**src/rtl/up_dn_counter.sv**
```systemverilog
// Loadable saturating up/down counter with top/bottom flags.
// Control priority is LOAD > Down > Up; the count never wraps at either end.
module up_dn_counter #(
    parameter int WIDTH = 5
) (
    input  logic             clk,
    input  logic             rst_n,
    input  logic [WIDTH-1:0] IN,
    input  logic             LOAD,
    input  logic             Up,
    input  logic             Down,
    output logic [WIDTH-1:0] Counter,
    output logic             High,
    output logic             Low
);

    localparam logic [WIDTH-1:0] MAX_VAL = '1;
    localparam logic [WIDTH-1:0] ONE     = WIDTH'(1);

    // Flags decode only the registered count, so they carry no input-to-output path.
    assign High = (Counter == MAX_VAL);
    assign Low  = (Counter == '0);

    always_ff @(posedge clk or negedge rst_n) begin
        if (!rst_n) begin
            Counter <= '0;
        end else if (LOAD) begin
            Counter <= IN;
        end else if (Down) begin
            if (!Low) begin
                Counter <= Counter - ONE;
            end
        end else if (Up) begin
            if (!High) begin
                Counter <= Counter + ONE;
            end
        end
    end

endmodule

```
**config.mk**
```make
export PLATFORM = sky130hd
export DESIGN_NAME = up_dn_counter
export DESIGN_NICKNAME = d
export VERILOG_FILES = /design/src/rtl/up_dn_counter.sv
export SDC_FILE = /design/constraint.sdc
export NUM_CORES = 1
export LEC_CHECK = 0
export ABC_AREA = 1
export CORE_AREA = 2 2 39 41
export DETAILED_ROUTE_END_ITERATION = 12
export DIE_AREA = 0 0 41 43
export DONT_BUFFER_PORTS = 1
export PLACE_DENSITY = 0.43
export SETUP_SLACK_MARGIN = 0.1
export SYNTH_ARGS = -nofsm -noshare
export SYNTH_HDL_FRONTEND = slang
export SYNTH_SLANG_ARGS = --single-unit
```
**constraint.sdc**
```tcl
create_clock -name clk -period 1.8 [get_ports clk]
set_input_delay 0.36 -clock clk [delete_from_list [all_inputs] [get_ports clk]]
set_output_delay 0.36 -clock clk [all_outputs]
set_load 0.05 [all_outputs]
```
==> impl_metrics.tcl <==
set metrics [dict create \
    outcome "complete, no violations" \
    grt_max_degree 9 \
    ys_async_sr_fraction_pct 100 \
    start_util_pct 32.4 \
    reg.largest.list "Counter: 5 flops" \
    coreArea_sq_um 1380 \
    setup_viol 0 \
    vias 438 \
    required_ns 1.44 \
    die_w_um 41 \
    powerDensity_nw_per_um2 1180 \
    place.gp.congestion 0.770 \
    cp.arrival_ns 1.19 \
    cts_root_buffer "clkbuf_4" \
    p_leak_nw 0.308 \
    grt_pass1_vias 382 \
    hpwl_um 874 \
    fmax_mhz 647 \
    switching_share_pct 48.1 \
    placed_cell_area_sq_um 533 \
    skew_ns 0.00194 \
    cts_buffer_depth 2 \
    syn_area_per_cell_sq_um 6.69 \
    io_buffers 0 \
    fin_tns_setup_ns 0 \
    use_met3_pct 3.66 \
    crit_fanout 6 \
    hold_path.class "in2reg" \
    grt_util_all_layers_pct 15.0 \
    postCtsSetupBuffers 0 \
    synthFlopType "dfrtp_1" \
    gr-total-overflow 0 \
    use_met2_pct 21.6 \
    cts_tree "yes" \
    max_cap_viol_count 0 \
    rows 14 \
    synthesis.nets 81 \
    rsz0062_at_grt "no" \
    p_switching_uw 324 \
    synth.most_common_cell "nand2_1" \
    viasPerCell 4.66 \
    busiest_layer "met2" \
    worst_pin_slew_ns 0.322 \
    drc 0 \
    die_y_um 43 \
    cts_made_buffers 3 \
    dr.pass1.iters 4 \
    critPathLaunchType "flop" \
    largest_register_ffs 5 \
    detail-route-antenna-nets 0 \
    clock_latency_ns 0.24 \
    slew_violations 0 \
    dr.first_iter.drc_count 7 \
    synth_edf_count 0 \
    yosys.area.top_type_share_pct 27.9 \
    synth_seq_cells 5 \
    antenna_found_initial 0 \
    clk_pin_slew_ns 0.04 \
    die_area_sq_um 1760 \
    post-route-period-util_pct 85.9 \
    layout_min_cycle_time_ns 1.55 \
    io_pins 17 \
    p_clk_share_pct 18.7 \
    h-tree-depth 1 \
    synth.largest_area_cell "dfrtp_1" \
    end_kind "output pin" \
    ir_drop_uv 430 \
    regMostFlops "Counter" \
    fin_area_sq_um 569 \
    drive_gt1_share_pct 20.5 \
    grt_pass1_wl_mm 1.71 \
    syn_area_sq_um 448 \
    ys_top_cells_by_count "nand2_1 (27), nand3_1 (10), inv_1 (6)" \
    grt_use_met1_pct 19.9 \
    antenna_cells 0 \
    path_class "reg2out" \
    cts.sinks 5 \
    comb_power_share_pct 54.0 \
    ys_types 15 \
    synth_area_leaders "dfrtp_1 (28%), nand2_1 (23%), nand3_1 (11%)" \
    yosys_warnings 0 \
    area_growth_pct 27.1 \
    fin_nets 93 \
    synth_seq_area_share_pct 27.9 \
    pwr-share-seq_pct 27.3 \
    final_hold_viol_count 0 \
    relSlewSlack_pct 78.5 \
    wl_per_cell_um 11.3 \
    p_int_uw 350 \
    synthCells 67 \
    routed_wl_mm 1.07 \
]
layout by cell type (no fill, tap or decap), types with 2 or more instances in the layout:
cell type / Yosys / final
inv_1: 6 / 6
or2_2: 2 / 2
nor2_1: 4 / 3
a21oi_1: 2 / 2
buf_4: 0 / 5
o21ai_0: 2 / 2
ha_1: 3 / 3
nand2_1: 27 / 27
clkbuf_4: 0 / 3
dfrtp_1: 5 / 5
nand3_1: 10 / 10
final timing paths:
path	cells after the start	from	end	slack, ns
max	2	Counter[0]	High	0.25
min	3	LOAD	Counter[0]	0.33
max reg2reg	7	Counter[0]	Counter[4]	0.32
min reg2reg	2	Counter[2]	Counter[2]	0.55
max in group asynchronous	1	rst_n	Counter[0]	1.20
min in group asynchronous	1	rst_n	Counter[3]	0.41
what timing repair did:
item	CTS	global route
resized for setup	0	0
hold endpoints to repair	5	0
hold buffers	1	0
final cells by class:
class	instances	area, sq um
inverters	8	31.3
fillers	158	815
flip-flops and latches	5	125
repair buffers	7	67.6
well taps	16	20.0
multi-input cells	54	299
clock buffers	4	26.3
per-layer routing:
layer | vias up | share of wire [%] | routed length (um)
li1 | 235 | - | -
met1 | 190 | 46 | 489
met2 | 13 | 48 | 512
met3 | 0 | 6.1 | 65
met4 | 0 | 0 | 0
met5 | - | 0 | 0
metrics by stage:
step | cells | setup slack, ns | power [mW] | util (%) | hold WS, ns
after floorplan | 67 | 0.186 | 0.448 | - | 0.0644
after global placement | 89 | 0.288 | 0.555 | 38.5 | 0.0645
after detailed placement | 89 | 0.294 | 0.550 | 38.5 | 0.0645
after CTS | 94 | 0.219 | 0.688 | 41.1 | 0.327
after global routing | 94 | 0.153 | 0.734 | 41.1 | 0.343
final | 94 | 0.254 | 0.674 | 41.1 | 0.330
cells by family (layout without fill, tap and decap cells):
kind of cell	after synthesis	in the layout	synth area share, %
flops	5	5	27.9
xor+xnor	1	1	1.96
fa+ha+maj	4	4	12.9
buf+inv	8	19	6.98
compound gates	5	5	6.43
simple gates	44	44	43.9
critical path, cell delays in order (launching register included):
cell	delay, ns
dfrtp_1	0.46
nand2_1	0.16
nor2_4	0.32
power by group through the flow:
stage	combinational [mW]	sequential, mW	clock (mW)
6_report	0.364	0.184	0.126
5_1_grt	0.402	0.191	0.141
4_1_cts	0.370	0.185	0.133
3_5_place_dp	0.363	0.187	0
3_3_place_gp	0.368	0.187	0
2_1_floorplan	0.177	0.271	0
(Power assumes the default switching activity.)
